## src/rtl/imuldiv_mul_req_driver.sv

```systemverilog
// Traffic source/sink for the imuldiv mulreq/mulresp handshake: issues signed multiply requests
// and checks the responses in order. Define IMULDIV_MULDRV_RAND_STALL_EN to add random response backpressure.
module imuldiv_mul_req_driver #(
   parameter int unsigned NUM_REQS     = 16,
   parameter int unsigned MAX_INFLIGHT = 4,
   parameter logic [31:0] LFSR_SEED    = 32'hACE1_0001
) (
   input  logic        clk,
   input  logic        reset,
   input  logic        start_i,
   output logic [31:0] mulreq_msg_a_o,
   output logic [31:0] mulreq_msg_b_o,
   output logic        mulreq_val_o,
   input  logic        mulreq_rdy_i,
   input  logic [63:0] mulresp_msg_result_i,
   input  logic        mulresp_val_i,
   output logic        mulresp_rdy_o,
   output logic        done_o,
   output logic        pass_o,
   output logic [15:0] err_count_o
);

   // state | meaning
   // IDLE  | waiting for the first start
   // RUN   | issuing requests and consuming responses
   // DRAIN | all requests issued, consuming the remaining responses
   // DONE  | run complete, done/pass held until the next start
   localparam logic [1:0] IDLE  = 2'd0;
   localparam logic [1:0] RUN   = 2'd1;
   localparam logic [1:0] DRAIN = 2'd2;
   localparam logic [1:0] DONE  = 2'd3;

   localparam int          PW    = (MAX_INFLIGHT > 2) ? $clog2(MAX_INFLIGHT) : 1;
   localparam logic [15:0] NUM   = 16'(NUM_REQS);
   localparam logic [PW:0] DEPTH = (PW+1)'(MAX_INFLIGHT);
   localparam logic [31:0] POLY  = 32'h8020_0003;

   logic [1:0]    state_q, state_d;
   logic [15:0]   sent_q, sent_d;
   logic [15:0]   recv_q, recv_d;
   logic [15:0]   err_q, err_d;
   logic [31:0]   lfsr_q, lfsr_d;
   logic [PW-1:0] wr_ptr_q, wr_ptr_d;
   logic [PW-1:0] rd_ptr_q, rd_ptr_d;
   logic [PW:0]   cnt_q, cnt_d;
   logic          done_q, done_d;
   logic          pass_q, pass_d;
   logic [63:0]   sb_mem [MAX_INFLIGHT];

   logic        running, sb_full, sb_empty, stall_ok;
   logic        req_val, resp_rdy, req_fire, resp_fire, mismatch;
   logic [31:0] op_a, op_b;
   logic signed [63:0] a_ext, b_ext, prod;

`ifdef IMULDIV_MULDRV_RAND_STALL_EN
   logic [7:0] stall_q;

   always_ff @(posedge clk) begin
      if (reset) stall_q <= 8'h5A;
      else       stall_q <= {stall_q[6:0], stall_q[7] ^ stall_q[5] ^ stall_q[4] ^ stall_q[3]};
   end

   assign stall_ok = (stall_q[1:0] != 2'b00);
`else
   assign stall_ok = 1'b1;
`endif

   assign running   = (state_q == RUN) || (state_q == DRAIN);
   assign sb_full   = (cnt_q == DEPTH);
   assign sb_empty  = (cnt_q == '0);
   assign req_val   = (state_q == RUN) && (sent_q < NUM) && !sb_full;
   assign resp_rdy  = running && !sb_empty && stall_ok;
   assign req_fire  = req_val && mulreq_rdy_i;
   assign resp_fire = resp_rdy && mulresp_val_i;
   assign mismatch  = (sb_mem[rd_ptr_q] != mulresp_msg_result_i);

   always_comb begin
      op_a = lfsr_q;
      op_b = {lfsr_q[15:0], lfsr_q[31:16]};
      case (sent_q)
         16'd0: begin op_a = 32'h0000_0000; op_b = 32'h0000_0000; end
         16'd1: begin op_a = 32'hFFFF_FFFF; op_b = 32'h0000_0001; end
         16'd2: begin op_a = 32'h8000_0000; op_b = 32'h8000_0000; end
         16'd3: begin op_a = 32'hFFFF_FFF9; op_b = 32'h0000_0003; end
         default: ;
      endcase
   end

   // Operands are a pure function of sent/lfsr, so they hold while the request is stalled.
   assign mulreq_msg_a_o = req_val ? op_a : 32'h0;
   assign mulreq_msg_b_o = req_val ? op_b : 32'h0;
   assign mulreq_val_o   = req_val;
   assign mulresp_rdy_o  = resp_rdy;
   assign done_o         = done_q;
   assign pass_o         = pass_q;
   assign err_count_o    = err_q;

   assign a_ext = {{32{op_a[31]}}, op_a};
   assign b_ext = {{32{op_b[31]}}, op_b};
   assign prod  = a_ext * b_ext;

   always_comb begin
      state_d  = state_q;
      sent_d   = sent_q;
      recv_d   = recv_q;
      err_d    = err_q;
      lfsr_d   = lfsr_q;
      wr_ptr_d = wr_ptr_q;
      rd_ptr_d = rd_ptr_q;
      cnt_d    = cnt_q;
      done_d   = done_q;
      pass_d   = pass_q;
      case (state_q)
         RUN, DRAIN: begin
            if (req_fire) begin
               sent_d   = sent_q + 16'd1;
               wr_ptr_d = wr_ptr_q + {{(PW-1){1'b0}}, 1'b1};
               if (sent_q >= 16'd4)
                  lfsr_d = {1'b0, lfsr_q[31:1]} ^ (lfsr_q[0] ? POLY : 32'h0);
            end
            if (resp_fire) begin
               recv_d   = recv_q + 16'd1;
               rd_ptr_d = rd_ptr_q + {{(PW-1){1'b0}}, 1'b1};
               if (mismatch && (err_q != 16'hFFFF))
                  err_d = err_q + 16'd1;
            end
            case ({req_fire, resp_fire})
               2'b10:   cnt_d = cnt_q + {{PW{1'b0}}, 1'b1};
               2'b01:   cnt_d = cnt_q - {{PW{1'b0}}, 1'b1};
               default: cnt_d = cnt_q;
            endcase
            if (recv_d == NUM) begin
               state_d = DONE;
               done_d  = 1'b1;
               pass_d  = (err_d == 16'd0);
            end else if (sent_d == NUM) begin
               state_d = DRAIN;
            end
         end
         default: begin
            if (start_i) begin
               state_d  = RUN;
               sent_d   = '0;
               recv_d   = '0;
               err_d    = '0;
               lfsr_d   = LFSR_SEED;
               wr_ptr_d = '0;
               rd_ptr_d = '0;
               cnt_d    = '0;
               done_d   = 1'b0;
               pass_d   = 1'b0;
            end
         end
      endcase
   end

   always_ff @(posedge clk) begin
      if (reset) begin
         state_q  <= IDLE;
         sent_q   <= '0;
         recv_q   <= '0;
         err_q    <= '0;
         lfsr_q   <= LFSR_SEED;
         wr_ptr_q <= '0;
         rd_ptr_q <= '0;
         cnt_q    <= '0;
         done_q   <= 1'b0;
         pass_q   <= 1'b0;
      end else begin
         state_q  <= state_d;
         sent_q   <= sent_d;
         recv_q   <= recv_d;
         err_q    <= err_d;
         lfsr_q   <= lfsr_d;
         wr_ptr_q <= wr_ptr_d;
         rd_ptr_q <= rd_ptr_d;
         cnt_q    <= cnt_d;
         done_q   <= done_d;
         pass_q   <= pass_d;
      end
   end

   always_ff @(posedge clk) begin
      if (req_fire) sb_mem[wr_ptr_q] <= prod;
   end

endmodule
```

## config.mk

```make
export PLATFORM = sky130hd
export DESIGN_NAME = imuldiv_mul_req_driver
export DESIGN_NICKNAME = d
export VERILOG_FILES = /design/src/rtl/imuldiv_mul_req_driver.sv
export SDC_FILE = /design/constraint.sdc
export NUM_CORES = 2
export LEC_CHECK = 0
export CORE_MARGIN = 2
export CORE_UTILIZATION = 55
export CTS_CLUSTER_DIAMETER = 30
export CTS_CLUSTER_SIZE = 10
export DETAILED_ROUTE_END_ITERATION = 10
export PLACE_DENSITY = 0.7
export SYNTH_ARGS = -nofsm -noshare
export SYNTH_HDL_FRONTEND = slang
export SYNTH_SLANG_ARGS = --single-unit
```

## constraint.sdc

```tcl
create_clock -name clk -period 13.35 [get_ports clk]
set_input_delay 2.0025 -clock clk [delete_from_list [all_inputs] [get_ports clk]]
set_output_delay 2.0025 -clock clk [all_outputs]
set_load 0.005 [all_outputs]
```

==> impl_results.md <==
- Final min period: 11.97 ns
- Most frequent cells in the layout: 1272 x inv_1, 1083 x fa_1, 649 x nor2_1
- Core area: 90300 um2
- Nets: 6508
- Power Dens Cells: 56.0 nW/um2
- CTS max path bufs: 3
- M1 wire length: 62200 um
- CTS tree: yes
- Worst-path cell with the longest stage delay: nor2_2
- Resized cells post-CTS: 0
- Chip width: 306 um
- HP Start: done_o
- Fraction of synthesized area in multiplexers: 3.15%
- Synth-to-layout area growth: 10.2%
- Vias/cell: 5.87
- Combinational family with the most area after synthesis: adder cells
- Clock insertion delay at the later pin of the skew report: 0.63 ns
- Post-Route WL: 172000 um
- Syn_nets: 6398
- Fin util: 61.4%
- Layout cell share with drive strength beyond 1: 6.30%
- Final period util: 89.6%
- Crit path max-delay family: adder cells
- # setup viols final: 0
- Fillers: 7563
- Netlist cell types: 77
- Cell Count, Final, Fillers Out: 6388
- WP buf/inv: 12
- Post-Synth Adder-Cell Area: 48.0%
- Yosys top cell by area: fa_1
- Design area: 55400 um2
- Worst path max stage delay: 0.91 ns
- Met3 Routed Length: 24800 um
- Register clock-pin slew on the reported worst setup and hold paths: 0.05 ns
- Critical path depth: 37
- CP endpoint kind: flip-flop
- Antenna violations before repair: 4
- Die height: 306 um
- Placement Cell Area: 53300 um2
- # clock sinks: 349
- Total congestion overflow: 0
- Setup crit start kind: flip-flop
- Crit path max fanout: 48
- CTS Hold Bufs: 0
- Max cap viols: 0
- Hold path cells: 2
- Post-synth EDFFs: 256
- Xor/xnor share of the synthesized area: 2.56%
- Drc violations: 0
- Via Count: 37500
- Mean Syn Cell Area: 9.95 um2
- Final slew viol count: 0
- RSZ-0062 raised after global routing: no
- CTS Buf Count: 60
- Top_reg_cell synth: edfxtp_1
- Worst hold path type: flip-flop to flip-flop
- CTS H-tree depth: 2
- Mapped cell area: 50300 um2
- Largest net degree at the start of global routing: 79
- Number of cells after detailed placement: 6274
- R2R depth: 37
- Pleak: 0.0271 uW
- Top-area cell type share of the netlist area: 43.1%
- Clock skew: 0.0674 ns
- Crit Path Class: flip-flop to flip-flop
- VDD IR max: 89.1 uV
- Most common cell on crit path: fa_1
- Largest cells by area after synthesis: fa_1 43%, edfxtp_1 15%, inv_1 9.5%, nor2_1 4.9%, ha_1 4.9%
- Hpwl dp: 135000 um
- DRT iter0 DRCs: 4102
- Register area share after synthesis: 19.0%
- First-pass GRT wire length: 253000 um
- Met2 wire len: 72400 um
- Port bufs: 152
- I/O pins: 153
- Routability Congestion: 1.12
- WP data required: 13.72 ns
- Routed length per instance: 27.0 um
- Commonest non-fill, non-tap cell in the layout: inv_1
- ANT nets after route: 0
- Compound-Gate Fraction of Synth Area: 4.85%
- Vias in the first global route: 39100
- Die area: 93800 um2
- Slew @ Worst Pin: 1.41 ns
- Relative max-transition margin: 5.81%
- Starting density of the core: 55.7%
- Root Buffer: clkbuf_16
- Mapped Cells: 5050
- Synth Register Bits: 349
- Yosys warnings: 0
- F_max: 83.6 MHz
- WP data arrival: 12.33 ns
- Simple-Gate Fraction of Synth Area: 11.1%
- Final hold vios: 0
- Reg2Reg Launch Point: sent_q[15]
- Pre-Repair DR Iteration Count: 7
- Site Rows: 110
- Max layer used: met5
- Setup_tns: 0 ns
- Async SR Flop Fraction: 0%
- Outcome: complete, no violations
- Critical Path Start: sent_q[15]
- Postcts setup bufs: 0
- Total GRT Usage: 37.5%
- Dpl ws: 1.76 ns
- Final setup margin: 1.38 ns
==> flip-flops by register name, indices dropped and copies added (netlist names), named ones only <==
signal       flops
cnt_q            3
done_o           1
err_count_o     16
lfsr_q          32
pass_o           1
rd_ptr_q         2
recv_q          16
sb_mem         256
sent_q          16
state_q          2
wr_ptr_q         2
==> report_power, final <==
part / switching (uW) / internal, uW
Combinational: 267 / 121
Clock: 544 / 988
Sequential: 4.81 / 1180
Total: 815 / 2290
==> routing by layer <==
layer,up-vias,track usage [%]
li1,15400,-
met1,18900,47.9
met2,2530,54.6
met3,635,14.9
met4,4,21.1
met5,-,0.879
==> logic make-up after synthesis <==
| family | after synthesis |
|---|---|
| adders and majority gates | 1279 |
| AOI/OAI and AO/OA | 372 |
| DFF | 349 |
| muxes | 83 |
| xor gates and xnor gates | 147 |
| buffers and inverters | 1504 |
| and+or+nand+nor | 1316 |
==> cell usage after synthesis, types with 4 or more instances <==
cell type     n
inv_1      1272
fa_1       1083
nor2_1      661
nand2_1     397
edfxtp_1    256
ha_1        196
clkbuf_1    191
a21oi_1     122
dfxtp_1      93
xnor2_1      80
xor2_1       67
mux4_2       60
o21ai_0      51
nand3_1      50
a21o_1       44
and3_1       42
and2_1       36
nor3_1       32
mux2i_1      22
a211oi_1     21
o21bai_1     20
nand4_1      19
nor4_1       15
or2_2        13
a31oi_1      12
o211ai_1     12
buf_2        11
clkinv_1     11
nand2b_1     11
a311oi_1     10
o21a_1       10
nor2b_1       9
buf_1         8
and4_1        7
a211o_1       6
a21boi_0      6
nand3b_1      6
o211a_1       6
o31ai_1       6
a41oi_1       5
a22oi_1       4
buf_4         4
buf_6         4
nor4_2        4
o2111ai_1     4
==> per-stage QoR <==
step                      hold WS, ns  power [uW]
after floorplan                 0.430        1410
after global placement          0.439        1570
after detailed placement        0.449        1580
after CTS                       0.457        3110
after global routing            0.470        3190
final                           0.457        3100
==> layout make-up <==
type / instances / area (um2) / share of cell area (%)
Clock inverter: 41 / 524 / 0.946
Antenna cell: 5 / 12.5 / 0.0226
Sequential cell: 349 / 9560 / 17.3
Tap cell: 1176 / 1470 / 2.66
Multi-Input combinational cell: 3197 / 35100 / 63.4
Inverter: 1286 / 4830 / 8.71
Clock buffer: 68 / 1530 / 2.76
Timing Repair Buffer: 266 / 2370 / 4.28
==> worst register-to-register path, delay by kind of cell (launching register included) <==
kind	cells	cell delay (ns)
compound gates	6	1.59
buf+inv	12	2.48
flops	1	0.31
fa+ha+maj	9	4.36
simple gates	10	2.96
==> final timing paths <==
check	end	slack, ns
min	done_o	0.46
min reg2reg	done_o	0.46
max	sb_mem[2][60]	1.38
max reg2reg	sb_mem[2][60]	1.38
Power figures use the tool's default switching activity.
